## config.mk

```make
export PLATFORM = sky130hd
export DESIGN_NAME = eth_rx
export DESIGN_NICKNAME = d
export VERILOG_FILES = /design/src/rtl/eth_rx.sv
export SDC_FILE = /design/constraint.sdc
export NUM_CORES = 1
export LEC_CHECK = 0
export ABC_AREA = 1
export CORE_MARGIN = 5
export CORE_UTILIZATION = 51
export CTS_CLUSTER_DIAMETER = 50
export DETAILED_ROUTE_END_ITERATION = 16
export PLACE_DENSITY = 0.76
export REMOVE_ABC_BUFFERS = 1
export SYNTH_ARGS = -nofsm -noshare
export SYNTH_HDL_FRONTEND = slang
export SYNTH_SLANG_ARGS = --single-unit
```

## constraint.sdc

```tcl
create_clock -name clk -period 2.2 [get_ports clk]
set_input_delay 0.55 -clock clk [delete_from_list [all_inputs] [get_ports clk]]
set_output_delay 0.55 -clock clk [all_outputs]
set_load 0.02 [all_outputs]
```

## src/rtl/eth_rx.sv

```systemverilog
// 10BASE-T Manchester receiver: recovers mid-bit edges, hunts preamble/SFD,
// deserialises LSB-first bytes into the bram write port and reports frame length.
module eth_rx #(
  parameter int unsigned SPB     = 4,
  parameter int unsigned MIN_PRE = 16,
  parameter int unsigned AW      = 10
) (
  input  logic          clk,
  input  logic          rst,
  input  logic          clk_en,
  input  logic          rx_p,
  output logic          bram_wr_en,
  output logic [AW-1:0] bram_wr_addr,
  output logic [7:0]    bram_wr_data,
  output logic          rx_busy,
  output logic          rx_done,
  output logic [AW:0]   rx_len,
  output logic          rx_err
);

  localparam int unsigned Blank = 3 * SPB / 4;
  localparam int unsigned Tout  = 3 * SPB / 2;
  localparam int unsigned TW    = $clog2(Tout + 1);
  localparam int unsigned PW    = $clog2(MIN_PRE + 1);
  localparam int unsigned LW    = AW + 1;

  typedef enum logic [1:0] {StIdle, StPre, StData, StEnd} state_t;

  state_t        state;
  logic          sync1, sync2;
  logic          lvl;
  logic [TW-1:0] tcnt;
  logic [PW-1:0] prebits;
  logic          last;
  logic [7:0]    sr;
  logic [2:0]    bitcnt;
  logic [AW:0]   addr;
  logic          ovf;

  logic          trans;
  logic          mid;
  logic          tout;
  logic          bitv;
  logic [7:0]    byte_nxt;

  // In IDLE the first edge is taken as mid-bit; afterwards boundary edges are blanked.
  always_comb begin
    trans    = clk_en && (sync2 != lvl);
    mid      = trans && ((state == StIdle) || (tcnt >= TW'(Blank)));
    tout     = clk_en && !mid && (tcnt >= TW'(Tout));
    bitv     = sync2;
    byte_nxt = {bitv, sr[7:1]};
  end

  assign rx_busy = (state == StPre) || (state == StData);

  always_ff @(posedge clk or posedge rst) begin
    if (rst) begin
      state        <= StIdle;
      sync1        <= 1'b0;
      sync2        <= 1'b0;
      lvl          <= 1'b0;
      tcnt         <= '0;
      prebits      <= '0;
      last         <= 1'b0;
      sr           <= '0;
      bitcnt       <= '0;
      addr         <= '0;
      ovf          <= 1'b0;
      bram_wr_en   <= 1'b0;
      bram_wr_addr <= '0;
      bram_wr_data <= '0;
      rx_done      <= 1'b0;
      rx_len       <= '0;
      rx_err       <= 1'b0;
    end else begin
      sync1      <= rx_p;
      sync2      <= sync1;
      bram_wr_en <= 1'b0;
      rx_done    <= 1'b0;

      if (clk_en) begin
        lvl <= sync2;
        if (mid) begin
          tcnt <= '0;
        end else if (tcnt < TW'(Tout)) begin
          tcnt <= tcnt + TW'(1);
        end
      end

      unique case (state)
        StIdle: begin
          if (mid) begin
            state   <= StPre;
            prebits <= PW'(1);
            last    <= bitv;
          end
        end
        StPre: begin
          if (mid) begin
            if (bitv != last) begin
              last <= bitv;
              if (prebits < PW'(MIN_PRE)) prebits <= prebits + PW'(1);
            end else if (bitv && (prebits >= PW'(MIN_PRE))) begin
              state  <= StData;
              addr   <= '0;
              bitcnt <= '0;
              ovf    <= 1'b0;
            end else begin
              state <= StIdle;
            end
          end else if (tout) begin
            state <= StIdle;
          end
        end
        StData: begin
          if (mid) begin
            sr     <= byte_nxt;
            bitcnt <= bitcnt + 3'd1;
            if (bitcnt == 3'd7) begin
              // addr[AW] set means the buffer is full; drop and flag
              if (!addr[AW]) begin
                bram_wr_en   <= 1'b1;
                bram_wr_data <= byte_nxt;
                bram_wr_addr <= addr[AW-1:0];
                addr         <= addr + LW'(1);
              end else begin
                ovf <= 1'b1;
              end
            end
          end else if (tout) begin
            state   <= StEnd;
            rx_done <= 1'b1;
            rx_len  <= addr;
            rx_err  <= ovf || (bitcnt != 3'd0);
          end
        end
        StEnd: begin
          state <= StIdle;
        end
      endcase
    end
  end

endmodule

```

==> impl_metrics.yaml <==
clock_network:
  cts-resized-gates: 1
  cts_root_buf: "sky130_fd_sc_hd__clkbuf_8"
  cts-htree-levels: 3
  ctsLongestPathBuffers: 2
  cts-buffers-inserted: 9
  postCtsHoldBufs: 0
  worstSkewPairLatency_ns: 0.34
  clock_sinks: 68
  tritoncts_clock_tree: "done"
  clk_transition_reported_paths_ns: 0.06
  post-cts-setup-buffers: 0
placement:
  final_hpwl_dp_mm: 4.39
  gpl.final_weighted_congestion: 0.876
  portBuffers: 36
power:
  clock_power_share_pct: 32.2
  switching_share_pct: 31.5
  p_leak_uw: 0.00196
  power.net_switching_uw: 1050
  post-layout-total-power_uw: 3340
  ir_worst_vdd_mv: 0.604
  proportion_of_power_drawn_by_combinational_gates_pct: 25.1
  p_per_area_nw_per_um2: 816
  cellInternalPower_uw: 2290
  register_share_of_total_power_pct: 42.7
route:
  remaining_routing_drc_violations: 0
  dr_total_vias: 2539
  post_drt_via_cell_ratio: 5.12
  routedWlPerCell_um: 12.7
  firstDrtPassIters: 4
  drt_first_iter_violations: 103
  postRouteWirelength_mm: 6.31
  postRouteAntennaNets: 0
layout:
  post_route_cells_drive_above_1_share_pct: 18.1
  layout-area-overhead-vs-synth_pct: 20.7
  diodes: 0
  final_util_pct: 63.7
  final_net_count: 432
setup_path:
  critPathRequiredTime_ns: 1.65
  critical-path-max-stage-delay_ns: 0.41
  kind_of_cell_adding_the_most_delay_to_the_critical_path: "buffers and inverters"
  slowest_stage: "sky130_fd_sc_hd__dfrtp_1"
  cp-start-kind: "flip-flop"
  crit_path_cell_trace: "inv_1, ha_1, dlygate4sd2_1"
  worst-path-buf-inv: 2
  worst_path_class_setup: "reg2out"
  crit_arrival_ns: 1.52
  critical_path_peak_fanout: 5
  setup.worst_path.end_class: "output pin"
flow_run:
  drv_cap: 0
global_routing:
  grt_use_total_pct: 16.6
  global_route_wire_length_before_repair_mm: 11.4
  grt_antenna_before_repair: 0
  grt_pass1_vias: 2544
  grt_overflow: 0
  grt_start_max_net_pins: 69
logic_synthesis:
  synth_xor_area_share_pct: 0.775
  main_combinational_cell_family_by_area_after_synthesis: "simple AND/OR/NAND/NOR gates"
  post_synthesis_share_of_cell_area_spent_on_full_adders_half_adders_and_majority_gates_pct: 4.43
  synth_sequential_area_ratio_pct: 50.2
  yosysWarnings: 0
  mappedNetlistArea_um2: 3390
  ys_ff_latch: 68
  post_synth_mux_area_share_pct: 0
  postSynthAreaPerCell_um2: 9.21
  simple_gate_area_share_of_the_yosys_netlist_pct: 23.6
  ys_types: 29
  synth_compound_area_share_pct: 13.8
  post_synth_inst_count: 368
timing:
  final.min_clock_period_ns: 2.07
  number_of_failing_setup_endpoints_in_the_final_timing_report: 0
  skew_ns: 0.00646
  period_share_pct: 94.0
  rsz_0062_raised_after_global_routing: "no"
  finalHoldViolCount: 0
  slew_headroom_pct: 66.7
  worst_pin_slew_ns: 0.497
  timing_max_transition_violations_final: 0
  achievable-frequency_ghz: 0.484
floorplan:
  dieArea_um2: 8370
  initial_utilization_pct: 52.8
  core_um2: 6420
  fp-row-count: 29
  die_y_um: 91.5
  floorplan.io_pins: 37
  fp.dieW_um: 91.5
outcome:
  status: "completed"
worst_hold_path:
  worstHoldPathType: "reg2reg"
## final cells by class
type / instances / area, um2
Sequential cell: 68 / 1700
Multi-Input combinational cell: 248 / 1440
Clock buffer: 13 / 179
Inverter: 41 / 154
Fill cell: 533 / 2330
Timing Repair Buffer: 48 / 487
Tap cell: 77 / 96.3
Clock inverter: 1 / 30.0
## cells by family (layout without fill, tap and decap cells)
group	count (synthesis)	after routing
AO/OA/AOI/OAI	64	64
XOR/XNOR	3	3
adder cells (fa/ha/maj)	12	12
buffers and inverters	52	103
flip-flops	68	68
AND/OR/NAND/NOR	169	169
## metal layers
layer / track usage, % / share of wire, %
met5: 0 / 0
met4: 6.78 / 1.7
met3: 3.55 / 3.1
met2: 27.9 / 49
met1: 20.7 / 46
## cells in the final DEF (no fill, tap or decap), types with 13 or more instances in the layout
cell type,instances
sky130_fd_sc_hd__o21ai_0,19
sky130_fd_sc_hd__nor2_1,20
sky130_fd_sc_hd__nand3_1,19
sky130_fd_sc_hd__dfrtp_1,68
sky130_fd_sc_hd__nand4_1,18
sky130_fd_sc_hd__nand2_1,95
sky130_fd_sc_hd__clkbuf_8,13
sky130_fd_sc_hd__inv_1,37
sky130_fd_sc_hd__clkdlybuf4s50_1,35
sky130_fd_sc_hd__o21ai_2,32
## power by group through the flow
| stage | logic, uW | registers (uW) | clock network, uW |
|---|---|---|---|
| floorplan | 599 | 1450 | 0 |
| global placement | 822 | 1450 | 0 |
| detailed placement | 848 | 1450 | 0 |
| CTS | 845 | 1430 | 1100 |
| global route | 949 | 1440 | 1160 |
| finish | 838 | 1430 | 1070 |
## Yosys cell counts (all sizes together)
master | instances | area share [%]
ha | 12 | 4.4
nor3b | 2 | 0.44
a21boi | 1 | 0.55
nand2 | 101 | 12
nor4 | 2 | 0.37
nand3b | 1 | 0.59
buf | 9 | 2.4
inv | 41 | 4.5
nand4 | 18 | 3.3
dfrtp | 68 | 50
nand3 | 19 | 2.8
clkbuf | 2 | 0.22
xor2 | 2 | 0.52
a21oi | 2 | 0.30
o21ai | 58 | 12
xnor2 | 1 | 0.26
a211oi | 2 | 0.44
nor2 | 25 | 3.8
o31ai | 1 | 0.37
nor3 | 1 | 0.15
## path summary, 6_finish.rpt
check                              start          to  slack (ns)  depth (start not counted)
min in group asynchronous            rst       sr[1]        0.60                          3
worst max register to register  state[0]   rx_len[1]        0.33                         10
worst max-delay path            state[0]     rx_busy        0.13                          3
worst min register to register     sync1        bitv        0.35                          0
max in group asynchronous            rst  prebits[3]        1.32                          3
worst min-delay path               sync1        bitv        0.35                          0
## sequential cells by signal, summed over array words and instances, names as in the netlist, named ones only
register	count
ovf	1
rx_len	11
bram_wr_addr	10
rx_done	1
last	1
tcnt	3
bram_wr_data	8
bram_wr_en	1
sr	7
bitcnt	3
bitv	1
state	1
prebits	5
sync1	1
rx_err	1
lvl	1
addr	11
## per-stage QoR
stage	worst slack [ns]	instances	hold WS (ns)	instance area [um2]	setup TNS (ns)
floorplan	-0.0615	357	0.331	3300	-4.18
global placement	0.0714	482	0.332	3880	0
detailed placement	0.00687	482	0.335	3880	0
CTS	0.115	496	0.350	4090	0
global route	0.0125	496	0.360	4090	0
finish	0.132	496	0.349	4090	0
Note: power is estimated with default switching activity, not from simulation.
